===== config.mk =====
export PLATFORM = sky130hd
export DESIGN_NAME = esc_receiver_array
export DESIGN_NICKNAME = d
export VERILOG_FILES = /design/src/rtl/esc_receiver_array.sv
export SDC_FILE = /design/constraint.sdc
export NUM_CORES = 1
export LEC_CHECK = 0
export BUFFER_PORTS_ARGS = -buffer_cell sky130_fd_sc_hd__buf_2
export CELL_PAD_IN_SITES_DETAIL_PLACEMENT = 1
export CELL_PAD_IN_SITES_GLOBAL_PLACEMENT = 1
export CORE_UTILIZATION = 40
export CTS_CLUSTER_DIAMETER = 150
export CTS_CLUSTER_SIZE = 30
export DETAILED_ROUTE_END_ITERATION = 12
export PLACE_DENSITY_LB_ADDON = 0.1
export SYNTH_ARGS = -nofsm -noshare
export SYNTH_HDL_FRONTEND = slang
export SYNTH_SLANG_ARGS = --single-unit

===== constraint.sdc =====
create_clock -name clk_i -period 1.71 [get_ports clk_i]
set_input_delay 0.171 -clock clk_i [delete_from_list [all_inputs] [get_ports clk_i]]
set_output_delay 0.171 -clock clk_i [all_outputs]
set_load 0.05 [all_outputs]

===== src/rtl/esc_receiver_array.sv =====
// rtl/esc_receiver_array.sv - multi-lane escalation receiver with ping/escalation decode and integrity-fault counting
module esc_receiver_array #(
    parameter int NumCh = 4,
    parameter int CntW  = 8,
    parameter bit Latch = 1'b0
) (
    input  logic                  clk_i,
    input  logic                  rst_i,
    input  logic [NumCh-1:0]      esc_p_i,
    input  logic [NumCh-1:0]      esc_n_i,
    input  logic                  cnt_clr_i,
    output logic [NumCh-1:0]      resp_p_o,
    output logic [NumCh-1:0]      resp_n_o,
    output logic [NumCh-1:0]      esc_en_o,
    output logic [NumCh-1:0]      int_fail_o,
    output logic [NumCh*CntW-1:0] int_cnt_o
);

    typedef enum logic [2:0] {
        IDLE,
        CHECK,
        PING0,
        PING1,
        ESC_RESP,
        SIG_INT
    } state_t;

    for (genvar k = 0; k < NumCh; k++) begin : g_lane
        state_t          state_q, state_d;
        logic            rp_q, rp_d;
        logic            rn_q, rn_d;
        logic            en_q, en_d;
        logic [CntW-1:0] cnt_q, cnt_d;
        logic            sigint;
        logic            esc;

        assign sigint = (esc_p_i[k] == esc_n_i[k]);
        assign esc    = esc_p_i[k] & ~esc_n_i[k];

        always_ff @(posedge clk_i or posedge rst_i) begin
            if (rst_i) begin
                state_q <= IDLE;
                rp_q    <= 1'b0;
                rn_q    <= 1'b1;
                en_q    <= 1'b0;
                cnt_q   <= '0;
            end else begin
                state_q <= state_d;
                rp_q    <= rp_d;
                rn_q    <= rn_d;
                en_q    <= en_d;
                cnt_q   <= cnt_d;
            end
        end

        always_comb begin
            state_d = state_q;
            case (state_q)
                IDLE:     if (esc) state_d = CHECK;
                CHECK:    state_d = esc ? ESC_RESP : PING0;
                PING0:    state_d = PING1;
                PING1:    state_d = IDLE;
                ESC_RESP: if (!esc) state_d = IDLE;
                SIG_INT:  state_d = IDLE;
                default:  state_d = IDLE;
            endcase
            if (sigint) state_d = SIG_INT;
        end

        // Response rails are computed from the next state so the registers hold Moore outputs.
        always_comb begin
            rp_d = 1'b0;
            rn_d = 1'b1;
            case (state_d)
                CHECK, PING1: begin
                    rp_d = 1'b1;
                    rn_d = 1'b0;
                end
                ESC_RESP: begin
                    rp_d = (state_q == ESC_RESP) ? ~rp_q : 1'b0;
                    rn_d = ~rp_d;
                end
                SIG_INT: begin
                    rp_d = (state_q == SIG_INT) ? ~rp_q : 1'b1;
                    rn_d = rp_d;
                end
                default: begin
                    rp_d = 1'b0;
                    rn_d = 1'b1;
                end
            endcase
        end

        always_comb begin
            en_d  = (state_d == ESC_RESP) || (Latch && en_q);
            cnt_d = cnt_q;
            if (cnt_clr_i) begin
                cnt_d = '0;
            end else if (state_d == SIG_INT && state_q != SIG_INT && cnt_q != {CntW{1'b1}}) begin
                cnt_d = cnt_q + CntW'(1);
            end
        end

        assign resp_p_o[k]                = rp_q;
        assign resp_n_o[k]                = rn_q;
        assign esc_en_o[k]                = en_q;
        assign int_fail_o[k]              = (state_q == SIG_INT);
        assign int_cnt_o[k*CntW +: CntW]  = cnt_q;
    end

endmodule


# After elaboration in Yosys (flattened, before gate mapping)
# Cells that the tools add are included.
dict set report classes {
  eq_ne 44
  bitwise_logic 16
  add_sub_neg 4
  muxes 44
  reduce_logical 20
}
# operator count
set op_table {}
lappend op_table {{$mux W8} 8}
lappend op_table {{$eq A3 B3 Y1 const B} 16}
lappend op_table {{$mux W3} 16}
lappend op_table {{$pmux W3 S4} 4}
lappend op_table {{$add A8 B1 Y8 const B} 4}
lappend op_table {{$ne A8 B8 Y1 const B} 4}
lappend op_table {{$eq A3 B1 Y1 const B} 8}
lappend op_table {{$eq A3 B2 Y1 const B} 8}
lappend op_table {{$pmux W1 S3} 8}
lappend op_table {{$logic_not A3 Y1} 4}
lappend op_table {{$ne A3 B3 Y1 const B} 4}
lappend op_table {{$not A1 Y1} 12}
lappend op_table {{$logic_and A1 B1 Y1} 8}
lappend op_table {{$mux W1} 8}
lappend op_table {{$reduce_bool A2 Y1} 4}
lappend op_table {{$reduce_or A2 Y1} 4}
lappend op_table {{$and A1 B1 Y1} 4}
lappend op_table {{$eq A1 B1 Y1} 4}
dict set report totals {
  input_bits 11
  register_bits 56
  out_inout_bits 48
  word_cells 148
}

# Longest topological paths before layout
# Gate-level depths: netlist of run 1.
dict set report depth {
  word_depth 10
  depth_mapped 7
  depth_no_buf 6
}

# Worst setup path after synthesis of run 1
# OpenSTA, ideal clock, no wires.
dict set report synth_timing {
  path_kind {register -> register}
  from {register g_lane[2].cnt_q[0]}
  to {register g_lane[2].cnt_q[3]}
  setup_ns 0.078
  slack_ns -0.080
  path_stages_with_launch 7
  n_path_buf 1
  t_arrival_ns 1.712
  synth_period_minus_slack_ns 1.790
  t_required_ns 1.632
  cell_sequence {dfrtp_1 ha_1 nand3_1 o211ai_2 buf_2 or3_1 a21oi_1}
}
dict set report synth_between {
  elab_chain_len 3
  word_cells_on_any_way 6
  classes_between {1 x add/sub; 1 x eq/ne; 2 x mux; 2 x reduce/logical}
}
# item line_no
set synth_rtl {}
lappend synth_rtl {{from (decl)} 33} ;# logic [CntW-1:0] cnt_q, cnt_d;
lappend synth_rtl {{from (signal assigned)} 52} ;# cnt_q <= cnt_d;
lappend synth_rtl {{$add A8 B1 Y8 / $ne A8 B8 Y1 (equally long branches)} {100, 99}}
lappend synth_rtl {{$mux W8 / $logic_and A1 B1 Y1 (equally long branches)} 99} ;# end else if (state_d == SIG_INT && state_q != SIG_INT && cnt_q != {CntW{1'b1}}) begin
lappend synth_rtl {{$mux W8 / $reduce_bool A2 Y1 (equally long branches)} -}
# Several ways; a longest one is shown, not always the timed one. The select of a mux whose other input is x is not followed.
# A chain may end at the register's enable or synchronous reset.

# Final worst setup path of run 1
dict set report layout_timing {
  from {register g_lane[2].cnt_q[0]}
  to {register g_lane[2].cnt_q[7]}
}
# The elaborated chain is that of the path after synthesis.

==> flow_metrics.py, run 1 <==
metrics = {
    "timing": {
        "finClkSkew_ns": 0.00339,
        "finalCritPeriodShare_pct": 94.9,
        "max_slew_margin_pct": 73.9,
        "hold_viol_final": 0,
        "fmax_ghz": 0.616,
        "setup_violations": 0,
        "slew_viol_final": 0,
        "period_minus_slack_ns": 1.62,
        "hold-worst-slack_ns": 0.266,
        "worstMarginPinSlew_ns": 0.392,
    },
    "global_route": {
        "grt_use_met1_pct": 23.7,
        "busiest_layer": "met2",
        "grt_antenna_before_repair": 0,
        "use_met2_pct": 35.4,
        "grt_pass1_vias": 2932,
        "grtUsageTotal_pct": 19.4,
        "grt-ovfl-total": 0,
        "grt_max_degree": 57,
        "grtUsageMet3_pct": 2.57,
        "grt_pass1_wl_mm": 13.4,
    },
    "drt": {
        "drc_errors": 0,
        "drt_first_iter_violations": 111,
        "routedWlPerCell_um": 14.8,
        "dr.pass1.iters": 4,
        "via_per_inst": 5.43,
        "vias": 2833,
        "ant_nets": 0,
        "drt_wl_total_mm": 7.73,
    },
    "die": {
        "die_w_um": 92.3,
        "io_pins": 59,
        "die-area_um2": 8510,
        "initial_core_util_pct": 41.7,
        "rows": 32,
        "coreArea_um2": 7810,
        "die_height_um": 92.3,
    },
    "clock_network": {
        "clkLatencyLatePin_ns": 0.31,
        "clockBufferDepth": 2,
        "htreeDepth": 2,
        "root_buffer": "clkbuf_8",
        "cts_buffers": 5,
        "path_clk_slew_ns": 0.10,
        "cts_tree": "yes",
        "cts.sinks": 56,
    },
    "power": {
        "power_density_nw_per_um2": 849,
        "power_mw": 3.32,
        "power_frac_clock_pct": 23.2,
        "p_int_mw": 2.11,
        "netSwitchingFraction_pct": 36.5,
        "pwr-share-seq_pct": 45.9,
        "switching_power_mw": 1.21,
        "vdd_drop_max_v": 0.000503,
        "comb_power_share_pct": 30.9,
        "leakagePower_nw": 1.81,
    },
    "synth": {
        "synth_top_area_share_pct": 39.9,
        "ys_seq_elements": 56,
        "syn-cell-area_um2": 3260,
        "synthTopCellsByArea": "dfrtp_1 40%, ha_1 4.6%, a21oi_1 4.0%",
        "synth-edff-count": 0,
        "synth_fp_nets": 370,
        "synth_most_common_cell": "dfrtp_1",
        "synth_cell_types": 50,
        "seq_area_frac_synth_pct": 43.2,
        "synth_common_cells": "52 x dfrtp_1, 26 x a21oi_1, 23 x nor2_1, 20 x nand2b_1, 18 x inv_1",
        "synthFlopType": "dfrtp_1",
        "synth_warnings": 0,
        "avgSynthCellArea_um2": 9.39,
        "async_flop_share_pct": 100,
        "synth_top_cell_by_area": "dfrtp_1",
        "synth_cells": 347,
    },
    "setup_path": {
        "worstSetupEndpointType": "flip-flop",
        "cpLargestDelayFamily": "simple AND/OR/NAND/NOR gates",
        "cp-start-kind": "flip-flop",
        "reg2reg_from": "g_lane[2].cnt_q[0]",
        "critPathSlowestCell": "or4_1",
        "cp_max_fo": 7,
        "critPathKind": "reg2reg",
        "arrival_ns": 1.86,
        "cp_data_required_time_ns": 1.95,
        "slowest_delay_ns": 0.49,
        "crit_start": "g_lane[2].cnt_q[0]",
        "path_cells": "ha_1 > nand3_1 > o211ai_4 > or4_1 > a21oi_1",
        "path_buf_inv": 0,
    },
    "final_layout": {
        "diodes": 0,
        "post-route-util_pct": 50.1,
        "fin_area_um2": 3910,
        "drive_gt1_share_pct": 32.1,
        "stdcell_count": 522,
        "fin_nets": 442,
        "syn_to_final_growth_pct": 20.1,
    },
    "hold_path": {
        "hold_path.class": "in2reg",
        "hp-start": "cnt_clr_i",
    },
    "placement": {
        "dp_cells": 511,
        "hpwl_mm": 5.74,
        "placed_area_um2": 3780,
        "port_buffers": 58,
        "place.gp.congestion": 0.745,
    },
    "outcome": {
        "status": "finished, final reports clean",
    },
    "job": {
        "drv_cap": 0,
    },
}
## cells by family after synthesis
group                      after synthesis  share of synthesized area (%)
xor gates and xnor gates                 5                           1.34
buffers and inverters                   45                           6.99
DFF                                     56                           43.2
AOI/OAI and AO/OA                       79                           15.3
adders and majority gates               12                           4.61
and+or+nand+nor                        142                           26.0
muxes                                    8                           2.57
## layer usage
metal	wire [µm]	share of wire (%)
met1	3590	46
met2	3900	50
met3	158	2.0
met4	89	1.2
met5	0	0
## final cells by class
class,instances,area [µm²]
multi-input combinational,246,1640
fill,925,3890
tap,102,128
sequential,56,1430
timing repair buffer,92,561
clock buffer,8,90.1
inverter,18,67.6
## final timing paths
kind                       slack [ns]                 end  depth (start not counted)
max                              0.09  g_lane[2].cnt_q[7]                          5
min                              0.27  g_lane[1].cnt_q[0]                          2
max reg2reg                      0.09  g_lane[2].cnt_q[7]                          5
min reg2reg                      0.56      g_lane[0].rp_q                          1
max in group asynchronous        0.95      g_lane[0].rn_q                          4
min in group asynchronous        0.45      g_lane[3].rp_q                          4
## placed cells by master (no fill, tap or decap), types with 14 or more instances in the layout
master	netlist	final
a21oi_1	26	25
buf_2	2	58
buf_4	13	32
dfrtp_1	52	37
dfrtp_2	0	15
inv_1	18	17
nand2b_1	20	20
nor2_1	23	23
nor3_1	14	14
o21ai_0	15	15
## metrics by stage
step	setup TNS [ns]	worst slack, ns
3_3_place_gp	0	0.0506
3_5_place_dp	-0.0182	-0.0182
4_1_cts	0	0.0508
2_1_floorplan	0	0.0105
5_1_grt	-0.00254	-0.00254
6_report	0	0.0871
## registers in the layout, summed over array words and instances, names as in the netlist
signal	count
g_lane.en_q	4
g_lane.rn_q	4
g_lane.state_q	12
g_lane.rp_q	4
g_lane.cnt_q	32
## timing repair
item                                   CTS  global route
endpoints found under the hold margin   52             0
hold buffers                             1             0
resized for setup                        0             4
setup buffers                            0             2
setup endpoints to repair                0             5
## power groups by stage
stage                     clock network, mW  logic, mW  registers (mW)
after floorplan                           0      0.673            1.65
after global placement                    0      0.985            1.55
after detailed placement                  0       1.01            1.56
after CTS                             0.799       1.02            1.53
after global routing                  0.847       1.12            1.54
final                                 0.771       1.02            1.53
(Power assumes the default switching activity.)
==> run 2, diff against run 1 <==
- MAX_ROUTING_LAYER: default -> met4
==> run 2 against run 1 <==
Utilization did not move. Worst hold slack improved by 0.0012 ns. Sequential power barely moved. Setup slack barely moved. Critical path type unchanged. Critical endpoint unchanged. Largest power group unchanged. Highest routed layer unchanged.
==> flow_metrics.py, run 2 (synthesized netlist as in run 1, its figures left out) <==
metrics = {
    "outcome": {
        "status": "finished, final reports clean",
    },
    "setup_path": {
        "reg2reg_to": "g_lane[2].cnt_q[7]",
        "cp_max_fo": 7,
        "arrival_ns": 1.86,
        "worstRegToRegCells": 5,
        "path_cells": "ha_1 > nand3_1 > o211ai_4 > or4_1 > a21oi_1",
        "reg2reg_from": "g_lane[2].cnt_q[0]",
        "worstSetupEndpointType": "flip-flop",
        "path_buf_inv": 0,
        "cp_data_required_time_ns": 1.95,
        "critPathKind": "reg2reg",
        "r2r_slack_ns": 0.09,
        "cpLargestDelayFamily": "simple AND/OR/NAND/NOR gates",
        "slowest_delay_ns": 0.49,
        "cp-start-kind": "flip-flop",
        "critPathSlowestCell": "or4_1",
    },
    "final_layout": {
        "post-route-util_pct": 50.1,
        "regMostFlops": "g_lane.cnt_q",
        "reg_top3": "g_lane.cnt_q: 32 flops, g_lane.state_q: 12 flops",
        "largest_reg_flops": 32,
        "final_common_cell": "buf_2",
        "fin_nets": 442,
        "final_cell_mix": "58 x buf_2, 37 x dfrtp_1, 32 x buf_4, 25 x a21oi_1, 23 x nor2_1",
        "syn_to_final_growth_pct": 20.1,
        "diodes": 0,
        "drive_gt1_share_pct": 32.1,
        "fin_area_um2": 3910,
    },
    "global_route": {
        "grt_max_degree": 57,
        "grt_antenna_before_repair": 0,
        "grt-ovfl-total": 0,
        "grt_pass1_wl_mm": 13.4,
        "grt_pass1_vias": 2942,
        "grtUsageTotal_pct": 19.9,
    },
    "clock_network": {
        "cts.sinks": 56,
        "path_clk_slew_ns": 0.10,
        "cts_buffers": 5,
        "clockBufferDepth": 2,
        "htreeDepth": 2,
        "cts_tree": "yes",
        "clkLatencyLatePin_ns": 0.31,
        "root_buffer": "clkbuf_8",
    },
    "die": {
        "die_height_um": 92.3,
        "rows": 32,
        "coreArea_um2": 7810,
        "die-area_um2": 8510,
        "io_pins": 59,
        "initial_core_util_pct": 41.7,
        "die_w_um": 92.3,
    },
    "hold_path": {
        "hold_end": "g_lane[1].cnt_q[0]",
        "hold_path.class": "in2reg",
        "min_path_cells": 2,
        "hp-start": "cnt_clr_i",
    },
    "drt": {
        "drt_first_iter_violations": 111,
        "routedWlPerCell_um": 14.8,
        "vias": 2837,
        "drt_wl_total_mm": 7.71,
        "ant_nets": 0,
        "drc_errors": 0,
        "dr.pass1.iters": 4,
        "via_per_inst": 5.43,
    },
    "power": {
        "power_density_nw_per_um2": 847,
        "vdd_drop_max_v": 0.000503,
        "leakagePower_nw": 1.81,
        "power_mw": 3.31,
    },
    "timing": {
        "worstMarginPinSlew_ns": 0.394,
        "slew_viol_final": 0,
        "hold_viol_final": 0,
        "period_minus_slack_ns": 1.62,
        "max_slew_margin_pct": 73.8,
        "finClkSkew_ns": 0.00459,
        "finalCritPeriodShare_pct": 94.9,
        "fmax_ghz": 0.616,
        "fin_tns_setup_ns": 0,
        "setup_ws_ns": 0.0871,
        "setup_violations": 0,
    },
    "placement": {
        "place.gp.congestion": 0.755,
        "placed_area_um2": 3780,
        "hpwl_mm": 5.74,
        "place_ws_ns": -0.0182,
        "port_buffers": 58,
    },
    "job": {
        "drv_cap": 0,
    },
}
==> run 2: cell counts in the layout (fill, tap and decap cells not counted) <==
Identical to the previous run, type by type.
==> run 2: final cells by class <==
class                   instances  area [µm²]
fillers                       925        3890
multi-input cells             246        1640
flip-flops and latches         56        1430
repair buffers                 92         561
well taps                     102         128
clock buffers                   8        90.1
inverters                      18        67.6
==> run 2: worst max path at each step <==
| stage | start | end | cells after the start |
|---|---|---|---|
| 6_report | g_lane[2].cnt_q[0] | g_lane[2].cnt_q[7] | 5 |
| 5_1_grt | g_lane[2].cnt_q[0] | g_lane[2].cnt_q[7] | 5 |
| 4_1_cts | g_lane[2].cnt_q[0] | g_lane[2].cnt_q[7] | 5 |
| 3_5_place_dp | esc_n_i[0] | g_lane[0].cnt_q[5] | 7 |
| 3_3_place_gp | esc_n_i[0] | g_lane[0].cnt_q[5] | 7 |
| 2_1_floorplan | g_lane[0].cnt_q[6] | g_lane[0].cnt_q[5] | 4 |
==> run 2: stage by stage <==
stage	std cells	hold slack, ns
floorplan	347	0.492
global route	522	0.286
detailed placement	511	0.259
finish	522	0.267
CTS	520	0.259
global placement	511	0.254
==> run 2: metal layers <==
| metal | part of all wire, % | GRT usage [%] | vias to the layer above |
|---|---|---|---|
| met5 | 0 | - | - |
| met4 | 1.1 | 5.86 | 0 |
| met1 | 46 | 23.5 | 1405 |
| li1 | - | - | 1382 |
| met3 | 2.2 | 2.57 | 8 |
| met2 | 51 | 35.4 | 42 |
==> run 2: what timing repair did <==
item,4_1_cts,5_1_grt
hold buffers,1,0
endpoints found under the setup margin,0,5
resized for setup,0,4
endpoints found under the hold margin,52,0
buffers inserted,0,2
==> run 2: report_power, final <==
group / total [mW] / switching (mW) / internal, mW
logic: 1.02 / 0.689 / 0.336
registers: 1.53 / 0.0850 / 1.44
clock network: 0.765 / 0.433 / 0.332
total: 3.31 / 1.21 / 2.11
==> run 3, diff against run 2 <==
- ABC_AREA: default -> 1
==> run 3 against run 2 <==
Critical path type is now reg2out. First-iteration DRC count is 13% lower. Sequential share of layout area grew 1.2 points. Final area down 4.4%. Via count rose by 2.7%. Wire length down 0.60%. Combinational power is 7% lower.
==> flow_metrics.py, run 3 <==
metrics = {
    "final_layout": {
        "syn_to_final_growth_pct": 14.1,
        "drive_gt1_share_pct": 20.5,
        "fin_area_um2": 3740,
        "fin_nets": 506,
        "largest_reg_flops": 32,
        "final_cell_mix": "109 x nand2_1, 58 x buf_2, 55 x inv_1, 52 x dfrtp_1, 51 x nand3_1",
        "regMostFlops": "g_lane.cnt_q",
        "diodes": 0,
        "reg_top3": "g_lane.cnt_q: 32 flops, g_lane.state_q: 12 flops",
        "post-route-util_pct": 47.7,
        "final_common_cell": "nand2_1",
        "stdcell_count": 586,
    },
    "setup_path": {
        "cp_max_fo": 5,
        "worstSetupEndpointType": "output pin",
        "cp-start-kind": "flip-flop",
        "critPathKind": "reg2out",
        "arrival_ns": 1.37,
        "cp_data_required_time_ns": 1.54,
    },
    "clock_network": {
        "post_cts_buffers": 0,
        "clkLatencyLatePin_ns": 0.31,
        "path_clk_slew_ns": 0.10,
        "htreeDepth": 2,
        "clockBufferDepth": 2,
        "root_buffer": "clkbuf_8",
        "cts_tree": "yes",
        "cts.sinks": 56,
        "cts_buffers": 5,
    },
    "drt": {
        "routedWlPerCell_um": 13.1,
        "drc_errors": 0,
        "ant_nets": 0,
        "vias": 2913,
        "drt_first_iter_violations": 97,
        "via_per_inst": 4.97,
        "drt_wl_total_mm": 7.67,
        "dr.pass1.iters": 6,
    },
    "timing": {
        "setup_ws_ns": 0.165,
        "max_slew_margin_pct": 72.2,
        "hold-worst-slack_ns": 0.258,
        "slew_viol_final": 0,
        "fmax_ghz": 0.647,
        "hold_viol_final": 0,
        "finClkSkew_ns": 0.00620,
        "finalCritPeriodShare_pct": 90.3,
        "rsz0062_at_grt": "false",
        "fin_tns_setup_ns": 0,
        "setup_violations": 0,
        "worstMarginPinSlew_ns": 0.416,
        "period_minus_slack_ns": 1.54,
    },
    "die": {
        "die_height_um": 92.6,
        "io_pins": 59,
        "rows": 32,
        "initial_core_util_pct": 41.8,
        "die-area_um2": 8570,
        "die_w_um": 92.6,
        "coreArea_um2": 7850,
    },
    "global_route": {
        "grt_max_degree": 42,
        "grt-ovfl-total": 0,
        "grt_antenna_before_repair": 0,
        "grtUsageTotal_pct": 19.7,
        "grt_pass1_vias": 2900,
        "grt_pass1_wl_mm": 13.4,
    },
    "power": {
        "vdd_drop_max_v": 0.000388,
        "leakagePower_nw": 2.08,
        "power_mw": 3.26,
        "power_density_nw_per_um2": 872,
    },
    "synth": {
        "synth-edff-count": 0,
        "synth_cells": 428,
        "ys_seq_elements": 56,
        "synth_top_area_share_pct": 39.7,
        "synth_common_cells": "109 x nand2_1, 56 x inv_1, 52 x dfrtp_1, 51 x nand3_1, 44 x nor2_1",
        "synth_cell_types": 27,
        "avgSynthCellArea_um2": 7.67,
        "syn-cell-area_um2": 3280,
        "async_flop_share_pct": 100,
        "synth_top_cell_by_area": "dfrtp_1",
        "synth_most_common_cell": "nand2_1",
        "seq_area_frac_synth_pct": 42.9,
        "synth_warnings": 0,
        "synthFlopType": "dfrtp_1",
        "synthTopCellsByArea": "dfrtp_1 40%, nand2_1 12%, nand3_1 7.8%",
        "synth_fp_nets": 451,
    },
    "placement": {
        "port_buffers": 58,
        "place_ws_ns": 0.187,
        "place.gp.congestion": 0.878,
        "hpwl_mm": 5.96,
        "dp_cells": 577,
        "placed_area_um2": 3640,
    },
    "hold_path": {
        "hold_path.class": "in2reg",
    },
    "outcome": {
        "status": "finished, final reports clean",
    },
    "job": {
        "drv_cap": 0,
    },
}
run 3: cell count changes in the layout (fill, tap and decap cells not counted), sizes merged, moves of 8 or more:
| cell | previous run | this run |
|---|---|---|
| nand2 | 13 | 113 |
| inv | 18 | 61 |
| nand3 | 14 | 55 |
| buf | 91 | 62 |
| nor2 | 23 | 50 |
| nand2b | 20 | 0 |
| a21oi | 26 | 8 |
| nor3 | 14 | 2 |
| or3 | 12 | 0 |
| o31ai | 10 | 0 |
| nand3b | 9 | 0 |
| nand4 | 7 | 15 |
run 3: critical path: stages, from the launching register on:
cell	delay, ns
dfrtp_1	0.44
inv_1	0.09
nand3_1	0.17
inv_1	0.11
buf_2	0.26
run 3: routing by layer:
| layer | track usage, % | routed length [µm] | share of wire [%] | vias up |
|---|---|---|---|---|
| met1 | 25.3 | 3640 | 47 | 1416 |
| li1 | - | - | - | 1458 |
| met3 | 2.63 | 181 | 2.4 | 4 |
| met4 | 3.39 | 46 | 0.60 | 0 |
| met5 | - | 0 | 0 | - |
| met2 | 33.7 | 3800 | 50 | 35 |
run 3: where the power goes:
group | total, mW | switching, mW | leakage, nW | internal [mW]
sequential | 1.54 | 0.101 | 0.730 | 1.44
clock | 0.767 | 0.442 | 0.0510 | 0.325
combinational | 0.950 | 0.708 | 1.30 | 0.243
run 3: cell families (layout without fill, tap and decap cells):
group	after synthesis	after routing	synth area share (%)
AOI/OAI and AO/OA	32	32	5.91
adders and majority gates	12	12	4.58
buffers and inverters	76	132	10.5
DFF	56	56	42.9
and+or+nand+nor	240	240	33.0
xor gates and xnor gates	12	12	3.20
run 3: final timing paths:
check                                          start                  to  slack (ns)  cells past startpoint
worst max-delay path            g_lane[2].state_q[1]       int_fail_o[2]        0.17                      4
worst min-delay path                       cnt_clr_i  g_lane[3].cnt_q[0]        0.26                      3
worst max register to register    g_lane[3].cnt_q[0]  g_lane[3].cnt_q[6]        0.18                      9
worst min register to register    g_lane[1].cnt_q[5]  g_lane[1].cnt_q[5]        0.55                      2
max in group asynchronous                      rst_i      g_lane[0].rn_q        0.69                      4
min in group asynchronous                      rst_i  g_lane[3].cnt_q[1]        0.40                      3
run 3: timing repair:
action                                  CTS  global route
hold buffers                              1             0
endpoints found under the hold margin    13             0
endpoints found under the setup margin    0             0
gates resized for setup                   0             0
run 3: layout make-up:
cell class / instances / area (µm²)
Timing Repair Buffer: 63 / 355
Tap cell: 102 / 128
Fill cell: 1048 / 4110
Clock buffer: 6 / 82.6
Multi-Input combinational cell: 296 / 1530
Sequential cell: 56 / 1410
Inverter: 61 / 229
Clock inverter: 2 / 10.0
